**src/rtl/load_unit.sv**
```systemverilog
// load_unit: issues a word read over a strobe/ack handshake, extracts and extends byte/half/word loads.
// Optional MISALIGNED_SPLIT_EN: misaligned LH/LW are served by two consecutive word reads.
module load_unit #(
  parameter int TIMEOUT_CYCLES = 255
) (
  input  logic        clk,
  input  logic        rst,
  input  logic        req_valid,
  output logic        req_ready,
  input  logic [31:0] addr,
  input  logic [2:0]  funct3,
  input  logic [4:0]  rd_in,
  output logic        mem_rd,
  output logic [31:0] mem_addr,
  input  logic        mem_ack,
  input  logic [31:0] mem_rdata,
  output logic        ld_valid,
  output logic [31:0] ld_data,
  output logic [4:0]  ld_rd,
  output logic        ld_fault,
  output logic        stall
);
  localparam logic [1:0] IDLE = 2'd0, RD0 = 2'd1, RD1 = 2'd2, DONE = 2'd3;
`ifdef MISALIGNED_SPLIT_EN
  localparam bit SPLIT = 1'b1;
`else
  localparam bit SPLIT = 1'b0;
`endif
  logic [1:0]  r_state;
  logic [31:0] r_addr, r_lo, r_data, r_cnt;
  logic [2:0]  r_f3;
  logic [4:0]  r_rd;
  logic        r_fault;
  logic        w_accept, w_in_bad, w_r_mis, w_tmo;
  logic [63:0] w_cat;
  logic [31:0] w_word, w_ext, w_base;

  function automatic logic misaligned(input logic [1:0] off, input logic [1:0] sz);
    return (sz == 2'b01 && off[0]) || (sz == 2'b10 && off != 2'b00);
  endfunction

  assign req_ready = (r_state == IDLE) & ~rst;
  assign w_accept  = req_valid & req_ready;
  assign stall     = r_state != IDLE;
  assign mem_rd    = (r_state == RD0) | (r_state == RD1);
  assign w_base    = {r_addr[31:2], 2'b00};
  assign mem_addr  = r_state == RD0 ? w_base : r_state == RD1 ? w_base + 32'd4 : 32'h0;
  assign ld_valid  = r_state == DONE;
  assign ld_data   = r_data;
  assign ld_rd     = r_rd;
  assign ld_fault  = r_fault;
  assign w_in_bad  = (&funct3[1:0]) | (funct3[2] & funct3[1]) | (~SPLIT & misaligned(addr[1:0], funct3[1:0]));
  assign w_r_mis   = misaligned(r_addr[1:0], r_f3[1:0]);
  assign w_tmo     = (TIMEOUT_CYCLES != 0) && (r_cnt == 32'(TIMEOUT_CYCLES - 1));
  // Aligning the byte offset to bit 0 serves both the single-word and the split {hi,lo} case.
  assign w_cat     = r_state == RD1 ? {mem_rdata, r_lo} : {32'h0, mem_rdata};
  assign w_word    = 32'(w_cat >> {r_addr[1:0], 3'b000});
  assign w_ext     = r_f3[1:0] == 2'b00 ? {{24{~r_f3[2] & w_word[7]}}, w_word[7:0]} :
                     r_f3[1:0] == 2'b01 ? {{16{~r_f3[2] & w_word[15]}}, w_word[15:0]} : w_word;

  always_ff @(posedge clk or posedge rst) begin
    if (rst) begin
      r_state <= IDLE;
      r_addr  <= '0;
      r_f3    <= '0;
      r_rd    <= '0;
      r_lo    <= '0;
      r_data  <= '0;
      r_fault <= 1'b0;
      r_cnt   <= '0;
    end else if (r_state == IDLE) begin
      if (w_accept) begin
        r_addr  <= addr;
        r_f3    <= funct3;
        r_rd    <= rd_in;
        r_cnt   <= '0;
        r_data  <= '0;
        r_fault <= w_in_bad;
        r_state <= w_in_bad ? DONE : RD0;
      end
    end else if (r_state == DONE) begin
      r_state <= IDLE;
    end else if (mem_ack) begin
      r_lo  <= mem_rdata;
      r_cnt <= '0;
      if (r_state == RD0 && SPLIT && w_r_mis) begin
        r_state <= RD1;
      end else begin
        r_state <= DONE;
        r_data  <= w_ext;
        r_fault <= 1'b0;
      end
    end else if (w_tmo) begin
      r_state <= DONE;
      r_data  <= '0;
      r_fault <= 1'b1;
    end else begin
      r_cnt <= r_cnt + 32'd1;
    end
  end
endmodule

```
**config.mk**
```make
export PLATFORM = sky130hd
export DESIGN_NAME = load_unit
export DESIGN_NICKNAME = d
export VERILOG_FILES = /design/src/rtl/load_unit.sv
export SDC_FILE = /design/constraint.sdc
export NUM_CORES = 1
export LEC_CHECK = 0
export ABC_AREA = 0
export CAP_MARGIN = 40
export CORE_ASPECT_RATIO = 1.5
export CORE_MARGIN = 2
export CORE_UTILIZATION = 58
export CTS_CLUSTER_DIAMETER = 30
export DETAILED_ROUTE_END_ITERATION = 12
export PLACE_DENSITY = 0.95
export RECOVER_POWER = 25
export SLEW_MARGIN = 20
export SYNTH_ARGS = -nofsm -noshare
export SYNTH_HDL_FRONTEND = slang
export SYNTH_SLANG_ARGS = --single-unit
```
**constraint.sdc**
```tcl
create_clock -name clk -period 7.98 [get_ports clk]
set_input_delay 1.197 -clock clk [delete_from_list [all_inputs] [get_ports clk]]
set_output_delay 1.197 -clock clk [all_outputs]
set_load 0.02 [all_outputs]
```
Word-level counts from Yosys, hierarchy flattened
Cells that the tools add are included.
- register bits: 139
- bits of input ports: 76
- output and inout port bits: 74
- word-level logic and storage cells: 73
- $add $sub $neg: 2
- equality and inequality tests: 10
- shifts and indexed selects: 1
- multiplexer cells: 25
- bitwise gates (word level): 12
- reduce and logical (&&, ||, !) cells: 15
- operators with widths (cell ; count):
    32-bit two-way mux ; 13
    64-bit two-way mux ; 1
    64-bit by 5-bit >> shifter with 32-bit output ; 1
    32-bit by 1-bit adder with 32-bit output, second input constant ; 1
    32-bit by 3-bit adder with 32-bit output, second input constant ; 1
    32-bit by 8-bit == test with 1-bit output, second input constant ; 1
    2-bit two-way mux ; 6
    3-bit AND reduction ; 3
    2-bit by 1-bit == test with 1-bit output, second input constant ; 3
    2-bit == test, second input constant ; 3
    2-bit AND reduction ; 3
    1-bit bitwise AND ; 5
    1-bit two-way mux ; 5
    2-bit zero test ; 2
    1-bit inverter ; 4
    2-bit nonzero test ; 2
    4-bit nonzero test ; 1
    3-bit by 2-bit inequality test with 1-bit output, second input constant ; 1
    1-bit OR ; 3
    3-bit nonzero test ; 1
    1-bit logical AND ; 2
    2-bit by 1-bit inequality test with 1-bit output, second input constant ; 1
    2-bit inequality test, second input constant ; 1
    1-bit logical OR ; 1

Logic depth before layout (Yosys ltp)
Gate-level depths: netlist of run 1.
- depth in word-level cells: 9
- mapped depth: 10
- depth with buffers taken out: 7

Worst setup path before layout of run 1
Ideal clock, no wire load.
- kind: input port to flip-flop
- start: input port rst
- end: register r_state[1]
- setup time: 148 ps
- arrival: 5296 ps
- data required time: 7832 ps
- setup slack: 2536 ps
- cell stages on the path: 5
- path buffers: 1
- cell sequence: inv_1 > nand3_1 > inv_1 > clkbuf_1 > a222oi_1
- longest elaborated chain between the ends: 5
- ends and longest elaborated chain (item ; RTL line ; RTL):
    start, declared ; 7 ; input logic rst,
    1-bit inverter ; 42 ; assign req_ready = (r_state == IDLE) & ~rst;
    1-bit bitwise AND ; 42 ;
    1-bit bitwise AND ; 43 ; assign w_accept = req_valid & req_ready;
    2-bit inequality test (no source line) ; -- ;
    2-bit AND reduction (no source line) ; -- ;
    end signal, assigned ; 79 ; r_state <= w_in_bad ? DONE : RD0;
    end, declared ; 29 ; logic [1:0] r_state;
No other way between the ends.
A chain may end at the register's enable or synchronous reset.

==> impl_metrics.env, run 1 <==
export IMPL_core_sq_um=13900
export IMPL_critPathKind="input pin to asynchronous set/reset pin"
export IMPL_dr_pass1_iters=6
export IMPL_yosys_area_top_type="dfrtp_1"
export IMPL_cts_sinks=139
export IMPL_clk_latency_ps=420
export IMPL_synth_top_area_share=0.422
export IMPL_numCtsBuffers=17
export IMPL_fmaxAchievable_mhz=191
export IMPL_pre_cts_ws_ps=3890
export IMPL_hp_class="register to register"
export IMPL_clk_pin_slew_worst_paths_ps=60
export IMPL_routed_via_density=6.48
export IMPL_rsz0062_at_grt="false"
export IMPL_cts_repair_resized=0
export IMPL_final_nets=1063
export IMPL_synth_edff_count=0
export IMPL_arrival_ps=5670
export IMPL_antenna_found_initial=0
export IMPL_yosysMostFrequentCell="nand2_1"
export IMPL_post_cts_setup_buffers=0
export IMPL_syn_inst=857
export IMPL_setup_tns_ps=0
export IMPL_initial_core_util=0.591
export IMPL_die_x_microns=101
export IMPL_drtIter0Drc=846
export IMPL_dp_hpwl_microns=15300
export IMPL_worstPathRequired_ps=8410
export IMPL_die_area_sq_um=15200
export IMPL_drc=0
export IMPL_critPathBufInv=4
export IMPL_wl_per_cell_microns=20.5
export IMPL_ys_flop_type="dfrtp_1"
export IMPL_syn_area_sq_um=8240
export IMPL_synth_cell_types=59
export IMPL_synth_area_per_cell_sq_um=9.61
export IMPL_cap_violations=2
export IMPL_vias=7491
export IMPL_slew_viol_final=94
export IMPL_fill_cells=847
export IMPL_cpMaxStageDelayCell="clkbuf_1"
export IMPL_worst_setup_path_start_kind="input pin"
export IMPL_grt_pass1_wl_microns=38400
export IMPL_die_y_microns=150
export IMPL_p_per_area_nw_per_um2=416
export IMPL_yosysWarnings=0
export IMPL_setup_viol=0
export IMPL_drive_gt1_frac=0.113
export IMPL_tritoncts="yes"
export IMPL_leakage_nw=4.29
export IMPL_clk_path_buf_depth=2
export IMPL_setup_slack_ps=2740
export IMPL_critPathTopFamily="buffers and inverters"
export IMPL_grt_start_max_net_pins=87
export IMPL_async_flop_share=1.00
export IMPL_violations="max-capacitance violations, max-slew violations"
export IMPL_postRouteAntennaNets=0
export IMPL_cp_cell_sequence="dlygate4sd3_1 > clkinvlp_2 > clkbuf_1 > buf_4"
export IMPL_htreeDepth=4
export IMPL_relSlewSlack=-1.10
export IMPL_gr_usage_all_layers=0.322
export IMPL_vdd_drop_max_uv=266
export IMPL_fin_crit_sh=0.657
export IMPL_grt_ovfl_total=0
export IMPL_period_minus_slack_ps=5240
export IMPL_outcome="finished with violations"
export IMPL_finalHoldViolCount=0
export IMPL_place_congestion=0.901
export IMPL_yosys_register_bits=139
export IMPL_cp_end_kind="asynchronous set/reset pin"
export IMPL_area_growth_pct=26.9
export IMPL_diodes=0
export IMPL_synth_area_leaders="dfrtp_1, nand2_1, mux2i_1"
export IMPL_max_stage_delay_ps=2280
export IMPL_skew_ps=7.92
export IMPL_port_buffers=147
export IMPL_tightest_slew_ps=3140
export IMPL_num_rows=53
export IMPL_root_buffer="clkbuf_16"
export IMPL_yosysSeqAreaShare=0.422
export IMPL_path_max_fanout=60
export IMPL_rrSetupSlack_ps=4870
export IMPL_hold_buffers=0
export IMPL_synth_common_cells="nand2_1, dfrtp_1, nor2_1"
export IMPL_totalWireLength_microns=23700
export IMPL_ioPinCount=150
export IMPL_grt_pass1_vias=7520
## routing by layer
metal | global-route usage | part of all wire | routed length (microns)
met1 | 0.410 | 0.38 | 8940
met2 | 0.528 | 0.51 | 12000
met3 | 0.0612 | 0.075 | 1780
met4 | 0.149 | 0.042 | 994
met5 | 0 | 0 | 0
## report_power, final
part	switching (mW)	leakage (nW)	internal [mW]	total, mW
logic	1.23	2.23	1.01	2.24
registers	0.264	1.75	0.989	1.25
clock network	0.298	0.312	0.556	0.855
## sequential cells by signal, summed over array words and instances (netlist names)
register,cells
r_addr,32
r_f3,3
ld_rd,5
ld_fault,1
ld_data,32
r_lo,32
r_state,2
r_cnt,32
## kinds of logic (layout without fill, tap and decap cells)
kind of cell,Yosys count,count (layout),synth area share
AOI/OAI and AO/OA,172,172,0.155
other,1,2,0.000455
adders and majority gates,9,9,0.0137
DFF,139,139,0.422
xor gates and xnor gates,38,38,0.0404
buffers and inverters,76,209,0.0401
and+or+nand+nor,339,339,0.199
muxes,83,83,0.129
## worst paths after layout
path,from,depth (start not counted),endpoint
max in group clk,r_state[1],8,mem_addr[27]
min in group asynchronous,rst,2,ld_rd[0]
worst max register to register,r_state[0],7,ld_data[28]
worst min-delay path,ld_rd[2],2,ld_rd[2]
worst max-delay path,rst,4,r_addr[0]
worst min register to register,ld_rd[2],2,ld_rd[2]
## cell type report
cell class | count | area (sq um) | area share
multi-input cells | 643 | 4440 | 0.425
flip-flops and latches | 139 | 3480 | 0.333
repair buffers | 160 | 1620 | 0.155
clock buffers | 22 | 484 | 0.0463
well taps | 165 | 206 | 0.0198
clock inverters | 10 | 163 | 0.0156
inverters | 17 | 65.1 | 0.00623
## worst register-to-register path, delay by kind of cell, from the launching register on
family / cells / cell delay (ps)
DFF: 1 / 410
AOI/OAI and AO/OA: 3 / 1010
buffers and inverters: 1 / 170
adders and majority gates: 1 / 630
and+or+nand+nor: 1 / 160
muxes: 1 / 610
## stage by stage
step / std cells / area [sq um] / hold WS, ps / utilization / power (mW)
4_1_cts: 1155 / 10500 / 476 / 0.751 / 4.32
3_5_place_dp: 1123 / 9820 / 461 / 0.705 / 3.40
2_1_floorplan: 858 / 8240 / 467 / - / 2.65
3_3_place_gp: 1119 / 9730 / 457 / 0.699 / 3.26
5_1_grt: 1156 / 10500 / 504 / 0.750 / 4.57
6_report: 1156 / 10500 / 478 / 0.750 / 4.35
## cells in the final DEF, fill, tap and decap left out, types with 17 or more instances in the layout
cell type,Yosys,routed
mux2i_1,36,36
o2bb2ai_1,22,22
dfrtp_1,139,138
nand3_1,29,29
o21ai_0,38,38
nand2_1,148,148
nand4_1,20,20
nor2_1,54,54
clkdlybuf4s50_1,0,145
a21oi_1,45,44
clkbuf_16,0,17
xor2_1,19,19
xnor2_1,19,19
mux2_2,32,32
(Power assumes the default switching activity.)
==> run 2: changes to the inputs <==
- CORE_UTILIZATION: 58 -> 53
- PLACE_DENSITY: 0.95 -> 0.9
- clock period: 7.98 -> 5 ns (I/O delays scaled with it)
==> impl_metrics.env, run 2 (synthesis results as in run 1) <==
export IMPL_setup_viol=0
export IMPL_path_max_fanout=15
export IMPL_hp_class="register to register"
export IMPL_grt_ovfl_total=0
export IMPL_period_minus_slack_ps=4220
export IMPL_outcome="finished with violations"
export IMPL_place_congestion=0.870
export IMPL_drtIter0Drc=681
export IMPL_fill_cells=1058
export IMPL_diodes=0
export IMPL_die_x_microns=106
export IMPL_whs_path_depth=2
export IMPL_fin_crit_sh=0.843
export IMPL_relSlewSlack=-0.511
export IMPL_dp_hpwl_microns=15200
export IMPL_wl_per_cell_microns=18.6
export IMPL_tritoncts="yes"
export IMPL_cp_end_kind="output port"
export IMPL_numCtsBuffers=17
export IMPL_worstPathRequired_ps=4250
export IMPL_grt_pass1_vias=7070
export IMPL_dr_pass1_iters=5
export IMPL_placed_area_sq_um=9870
export IMPL_postRouteAntennaNets=0
export IMPL_setup_tns_ps=0
export IMPL_reg2reg_depth=8
export IMPL_die_area_sq_um=16600
export IMPL_final_nets=1064
export IMPL_area_growth_pct=27.3
export IMPL_hold_start="ld_rd[2]"
export IMPL_root_buffer="clkbuf_16"
export IMPL_critPathKind="register to output port"
export IMPL_rr_endpoint="ld_data[26]"
export IMPL_tightest_slew_ps=2270
export IMPL_grt_pass1_wl_microns=35700
export IMPL_finalHoldViolCount=0
export IMPL_cap_violations=1
export IMPL_routed_via_density=6.06
export IMPL_rsz0062_at_grt="false"
export IMPL_p_per_area_nw_per_um2=646
export IMPL_vdd_drop_max_uv=308
export IMPL_gr_usage_all_layers=0.271
export IMPL_vias=7213
export IMPL_final_util=0.693
export IMPL_port_buffers=147
export IMPL_drive_gt1_frac=0.116
export IMPL_layoutNonFillerInstCount=1191
export IMPL_die_y_microns=157
export IMPL_post_cts_setup_buffers=0
export IMPL_skew_ps=12.5
export IMPL_ioPinCount=150
export IMPL_placed_cells=1159
export IMPL_worst_setup_path_start_kind="register"
export IMPL_initial_core_util=0.544
export IMPL_mostFrequentLayoutCell="nand2_1"
export IMPL_num_rows=55
export IMPL_final_cell_mix="nand2_1, clkdlybuf4s50_1, dfrtp_1"
export IMPL_whs_ps=485
export IMPL_cts_sinks=139
export IMPL_drc=0
export IMPL_core_sq_um=15100
export IMPL_arrival_ps=3470
export IMPL_clk_path_buf_depth=2
export IMPL_whs_endpoint="ld_rd[2]"
export IMPL_fin_area_sq_um=10500
export IMPL_slew_viol_final=41
export IMPL_htreeDepth=4
export IMPL_rrSetupSlack_ps=1940
export IMPL_cts_repair_resized=0
export IMPL_antenna_found_initial=0
export IMPL_totalWireLength_microns=22100
export IMPL_clk_pin_slew_worst_paths_ps=70
export IMPL_leakage_nw=4.29
export IMPL_hold_buffers=0
export IMPL_fmaxAchievable_mhz=237
export IMPL_r2r_start="r_state[0]"
export IMPL_violations="max-capacitance violations, max-slew violations"
export IMPL_clk_latency_ps=430
export IMPL_grt_start_max_net_pins=61
## run 2: changes by cell type in the layout (fill, tap and decap cells not counted), sizes merged
cell and delta:
inv +5, dlygate4sd3 -1, clkdlybuf4s50 +1, bufinv -1
buf +2, clkbuf -5
## run 2: routing by layer
| metal | vias up | wire, microns | global-route usage |
|---|---|---|---|
| met5 | - | 0 | 0 |
| met4 | 0 | 861 | 0.128 |
| met3 | 68 | 1370 | 0.0479 |
| met2 | 318 | 11100 | 0.454 |
| met1 | 3496 | 8770 | 0.338 |
| li1 | 3331 | - | - |
## run 2: worst max-delay path, cell delays in order, from the launching register on
cell	delay, ps
dfrtp_1	430
inv_1	120
ha_1	330
and4b_1	350
nand4_1	500
nor4_1	500
xnor2_1	120
nor2_1	100
clkdlybuf4s50_1	600
## run 2: how the worst max path moves through the flow
| stage | startpoint | endpoint | slack (ps) | cells after the start |
|---|---|---|---|---|
| 2_1_floorplan | rst | r_state[1] | 3 | 5 |
| 3_3_place_gp | rst | ld_fault | 1360 | 6 |
| 3_5_place_dp | r_state[1] | mem_addr[31] | 1280 | 8 |
| 4_1_cts | r_state[1] | mem_addr[31] | 820 | 8 |
| 5_1_grt | r_state[1] | mem_addr[23] | 540 | 8 |
| 6_report | r_state[1] | mem_addr[31] | 780 | 8 |
## run 2: layout make-up
| cell class | count | area, sq um | share of cell area |
|---|---|---|---|
| clock buffer | 18 | 429 | 0.0409 |
| clock inverter | 14 | 188 | 0.0179 |
| inverter | 17 | 68.8 | 0.00656 |
| multi-input combinational | 643 | 4440 | 0.424 |
| sequential | 139 | 3480 | 0.332 |
| tap | 199 | 249 | 0.0237 |
| timing repair buffer | 161 | 1630 | 0.155 |
## run 2: stage by stage
stage	power, mW	worst slack (ps)
6_report	6.78	784
5_1_grt	7.15	538
4_1_cts	6.78	821
3_5_place_dp	5.41	1280
3_3_place_gp	5.23	1360
2_1_floorplan	4.23	3.30
## run 2: where the power goes
part,internal [mW],switching [mW]
sequential,1.58,0.432
combinational,1.59,1.86
clock,0.797,0.526
total,3.97,2.82
